===== src/rtl/pc_gen.sv =====
// rtl/pc_gen.sv - registered next-PC generator with prioritised redirect arbitration
// A pending slot holds the best redirect seen while fetch is back-pressured.
module pc_gen #(
    parameter int              NUM_REDIRECT = 6,
    parameter int              FETCH_WIDTH  = 2,
    parameter int              PC_WIDTH     = 32,
    parameter logic [PC_WIDTH-1:0] RESET_PC = 32'hbfc00000,
    localparam int             IDX_W        = (NUM_REDIRECT > 1) ? $clog2(NUM_REDIRECT) : 1
) (
    input  logic                             clk,
    input  logic                             resetn,
    input  logic [NUM_REDIRECT-1:0]          redir_valid,
    input  logic [NUM_REDIRECT*PC_WIDTH-1:0] redir_pc,
    input  logic                             fetch_ready,
    output logic                             fetch_valid,
    output logic [PC_WIDTH-1:0]              fetch_pc,
    output logic                             fetch_adel,
    output logic                             pend_valid,
    output logic [IDX_W-1:0]                 pend_idx
);

    localparam logic [PC_WIDTH-1:0] SEQ_STEP = PC_WIDTH'(4 * FETCH_WIDTH);
    localparam logic [PC_WIDTH-1:0] SEQ_MASK = ~(SEQ_STEP - PC_WIDTH'(1));

    logic                r_fetch_valid;
    logic [PC_WIDTH-1:0] r_fetch_pc;
    logic                r_fetch_adel;
    logic                r_pend_valid;
    logic [IDX_W-1:0]    r_pend_idx;
    logic [PC_WIDTH-1:0] r_pend_pc;

    logic                w_accept;
    logic                w_live_valid;
    logic [IDX_W-1:0]    w_live_idx;
    logic [PC_WIDTH-1:0] w_live_pc;
    logic                w_live_wins;
    logic                w_cand_valid;
    logic [PC_WIDTH-1:0] w_cand_pc;
    logic [PC_WIDTH-1:0] w_seq_pc;
    logic [PC_WIDTH-1:0] w_next_pc;

    always_comb begin
        w_live_valid = |redir_valid;
        w_live_idx   = '0;
        w_live_pc    = '0;
        // Scan downward so the lowest-index request is the one left standing.
        for (int i = NUM_REDIRECT - 1; i >= 0; i--) begin
            if (redir_valid[i]) begin
                w_live_idx = IDX_W'(i);
                w_live_pc  = redir_pc[i*PC_WIDTH +: PC_WIDTH];
            end
        end
        // Ties on index go to the live request since it carries the newer target.
        w_live_wins  = w_live_valid && (!r_pend_valid || (w_live_idx <= r_pend_idx));
        w_cand_valid = w_live_valid || r_pend_valid;
        w_cand_pc    = w_live_wins ? w_live_pc : r_pend_pc;
        w_accept     = r_fetch_valid && fetch_ready;
        w_seq_pc     = (r_fetch_pc & SEQ_MASK) + SEQ_STEP;
        w_next_pc    = w_cand_valid ? w_cand_pc : w_seq_pc;
    end

    always_ff @(posedge clk or negedge resetn) begin
        if (!resetn) begin
            r_fetch_valid <= 1'b0;
            r_fetch_pc    <= RESET_PC;
            r_fetch_adel  <= 1'b0;
            r_pend_valid  <= 1'b0;
            r_pend_idx    <= '0;
            r_pend_pc     <= '0;
        end else begin
            r_fetch_valid <= 1'b1;
            if (w_accept) begin
                r_fetch_pc   <= w_next_pc;
                r_fetch_adel <= (w_next_pc[1:0] != 2'b00);
                r_pend_valid <= 1'b0;
            end else if (w_live_wins) begin
                r_pend_valid <= 1'b1;
                r_pend_idx   <= w_live_idx;
                r_pend_pc    <= w_live_pc;
            end
        end
    end

    assign fetch_valid = r_fetch_valid;
    assign fetch_pc    = r_fetch_pc;
    assign fetch_adel  = r_fetch_adel;
    assign pend_valid  = r_pend_valid;
    assign pend_idx    = r_pend_idx;

endmodule


===== config.mk =====
export PLATFORM = sky130hd
export DESIGN_NAME = pc_gen
export DESIGN_NICKNAME = d
export VERILOG_FILES = /design/src/rtl/pc_gen.sv
export SDC_FILE = /design/constraint.sdc
export NUM_CORES = 1
export LEC_CHECK = 0
export BUFFER_PORTS_ARGS = -buffer_cell sky130_fd_sc_hd__buf_4
export CORE_MARGIN = 5
export CORE_UTILIZATION = 47
export DETAILED_ROUTE_END_ITERATION = 12
export GPL_TIMING_DRIVEN = 0
export PLACE_DENSITY = 0.9
export SYNTH_ARGS = -nofsm -noshare
export SYNTH_HDL_FRONTEND = slang
export SYNTH_SLANG_ARGS = --single-unit

===== constraint.sdc =====
create_clock -name clk -period 2.4 [get_ports clk]
set_clock_uncertainty 0.1 [all_clocks]
set_input_delay 0.24 -clock clk [delete_from_list [all_inputs] [get_ports clk]]
set_output_delay 0.24 -clock clk [all_outputs]
set_load 0.05 [all_outputs]

==> flow_summary.toml <==
[run_status]
status = "finished, final reports clean"

[global_route]
gr-total-overflow = 0
grt_pass1_vias = 6283
antenna_found_initial = 0
grt_pass1_wl_um = 34110
grt_max_degree = 71
grtUsageTotal_pct = 33.96

[power_and_ir_drop]
p_switching_mw = 2.848
ir_drop_v = 0.0006095
power_density_mw_per_mm2 = 842.8
power_frac_seq_pct = 32.7
p_clk_share_pct = 17.2
p_leak_nw = 3.329
p_comb_share_pct = 50.1
internal-power_mw = 3.493
switching_share_pct = 44.91
power_mw = 6.341

[drt]
wl_per_cell_um = 22.47
final_antenna_net_count = 0
vias = 6558
drc_errors = 0
drt-initial-drc-count = 786
via_per_inst = 6.448
wirelength_um = 22860
drtPass1Iterations = 5

[worst_hold_path]
hp-class = "in2reg"

[sta]
setup_tns_ps = 0
drv_slew = 0
rsz0062_at_grt = "true"
finalHoldViolations = 0
tightest_slew_ps = 881.1
fmax_mhz = 426.5
fin_crit_ps = 2345
min_period_over_period_pct = 97.70
max_slew_margin_pct = 41.26
finalSetupViolCount = 0

[clock_tree]
h-tree-depth = 3
clkSlewWorstSetupHoldPaths_ps = 80
cts_sinks = 70
cts_tree = "done"
clk_path_buf_depth = 2
clkLatencyLatePin_ps = 350
cts_root_buf = "clkbuf_8"
numCtsBuffers = 9

[setup_path]
crit_chain = "buf_4, or4_4, nor2_4, ha_4, nand3_2, o31ai_4, o21a_1, buf_6, buf_8, buf_4, a211o_1, o211ai_1"
endpoint_kind = "register"
critPathBufInv = 4
startpoint_type = "primary input"
cp_slowest_stage_delay_ps = 590
critPathMaxFanout = 10
crit_family = "simple AND/OR/NAND/NOR gates"
slowest_stage = "or4_4"
required_ps = 2580
cp_common_cell = "buf_4"
path_class = "in2reg"
arrival_ps = 2520

[die]
start_util_pct = 48.27
die_h_um = 113.2
dieWidth_um = 113.2
dieArea_mm2 = 0.01282
io_pins = 239
coreArea_mm2 = 0.01037
floorplan.rows = 37

[yosys]
synthDominantCellAreaShare_pct = 30.49
synth_area_leaders = "dfrtp_1 (30%), o21ai_0 (8.8%), a221oi_1 (5.4%)"
synthFlopType = "dfrtp_1"
synth-seq-area-share_pct = 35.22
synth_area_mm2 = 0.005006
synthCells = 622
ys_seq_elements = 70
yosys_warnings = 0
synth_cell_types = 69
synth_edf_count = 0
syn_area_per_cell_um2 = 8.048
async_reset_ff_share_pct = 100.0
synth_nets = 827
yosysTopAreaCell = "dfrtp_1"

[placed_design]
portBuffers = 236
dp_hpwl_um = 17780
gp_congestion = 0.9470

[finish]
n_fill_cell = 809
nets = 1081
drive_gt1_share_pct = 38.37
layout_common_cells = "buf_4 (252), o21ai_0 (80), nand2_1 (68), dfrtp_1 (61), a21oi_1 (47)"
layout.area.seq_mm2 = 0.001763
synthToLayoutAreaGrowth_pct = 50.29
diodes = 0
utilization_pct = 72.55
final_common_cell = "buf_4"
multi_input_area_mm2 = 0.003179

[flow_run]
drv_cap = 0
[worst register-to-register path, delay by kind of cell, from the launching register on]
family          cells  cell delay (ps)
fa+ha+maj           1              200
flops               1              410
buf+inv             3              430
compound gates      4              870
simple gates        2              200
[cells by family after synthesis]
kind of cell | after synthesis | share of synthesized area, %
mux | 7 | 1.500
other cells | 1 | 0.07491
simple gates | 182 | 17.85
flops | 70 | 35.22
compound gates | 293 | 38.19
xor+xnor | 2 | 0.3500
fa+ha+maj | 4 | 0.9998
buf+inv | 63 | 5.823
[synthesized netlist by cell type (3+ instances only)]
library cell  instances
a221oi_1             31
a21o_1                6
ha_1                  4
or2_1                 3
o21a_1                3
nand2b_1              7
nand2_1              68
and2_1                3
nor4_1                6
dfrtp_1              61
nor2_1               36
nand4_1               8
or3_1                 4
o21ai_1               4
a21oi_1              49
mux2i_1               3
mux2_2                4
o211ai_1              8
buf_6                 5
inv_1                 6
buf_2                 7
a31oi_1               3
o22a_1                9
nor3_1                7
a211o_1               8
a22oi_1              26
nor2b_1               4
and3_1                4
o21ai_0              88
o31ai_1              10
a2111oi_0             3
nand3_1              16
clkbuf_1             40
dfstp_2               9
o22ai_1              21
[per-layer routing]
metal	GRT usage (%)	wire, um	vias to the layer above
met5	0	0	-
met4	15.54	1072	0
met3	6.417	2330	83
met2	56.67	10990	479
met1	42.57	8461	3094
li1	-	-	2902
[flip-flops by register name, indices dropped and copies added, names as in the netlist]
signal,flops
pend_valid,1
fetch_adel,1
fetch_pc,32
r_pend_pc,32
fetch_valid,1
pend_idx,3
[final timing paths]
path                                 from            end  slack (ps)  cells after the start
min in group asynchronous          resetn   r_pend_pc[0]         450                      2
max                        redir_valid[1]   fetch_pc[27]          60                     12
max in group asynchronous          resetn  r_pend_pc[16]        1170                      2
max reg2reg                   pend_idx[1]   fetch_pc[27]         120                     10
min reg2reg                 r_pend_pc[22]  r_pend_pc[22]         390                      2
min                          redir_pc[29]  r_pend_pc[29]         100                      3
[area by class of cell]
| cell class | count | area share (%) |
|---|---|---|
| clock inverter | 5 | 1.081 |
| clock buffer | 11 | 1.879 |
| timing repair buffer | 250 | 25.03 |
| tap | 136 | 2.262 |
| multi-input combinational | 489 | 42.26 |
| inverter | 7 | 0.3492 |
| sequential | 70 | 23.43 |
| buffer | 49 | 3.709 |
[power groups by stage]
stage / Clock, mW / Combinational (mW) / Sequential (mW)
2_1_floorplan: 0 / 1.21 / 2.71
3_3_place_gp: 0 / 2.91 / 2.04
3_5_place_dp: 0 / 2.97 / 2.06
4_1_cts: 1.09 / 3.07 / 2.04
5_1_grt: 1.15 / 3.35 / 2.14
6_report: 1.09 / 3.18 / 2.07
[repair_timing]
item | 4_1_cts | 5_1_grt
setup buffers | 3 | 9
cloned | 1 | 0
resized for setup | 18 | 35
endpoints found under the hold margin | 61 | 0
pin swaps | 7 | 12
endpoints found under the setup margin | 68 | 64
hold buffers | 1 | 0
[metrics by stage]
step           cell area, um^2  setup slack, ps  instances  hold slack [ps]
3_3_place_gp              7081           -673.3        994            304.3
2_1_floorplan             5139           -76.30        622           -155.6
3_5_place_dp              7081           -721.5        994            306.8
4_1_cts                   7395            10.34       1012            80.39
6_report                  7523            55.15       1017            96.61
5_1_grt                   7523           -25.71       1017            108.7
Note: power is estimated with default switching activity, not from simulation.
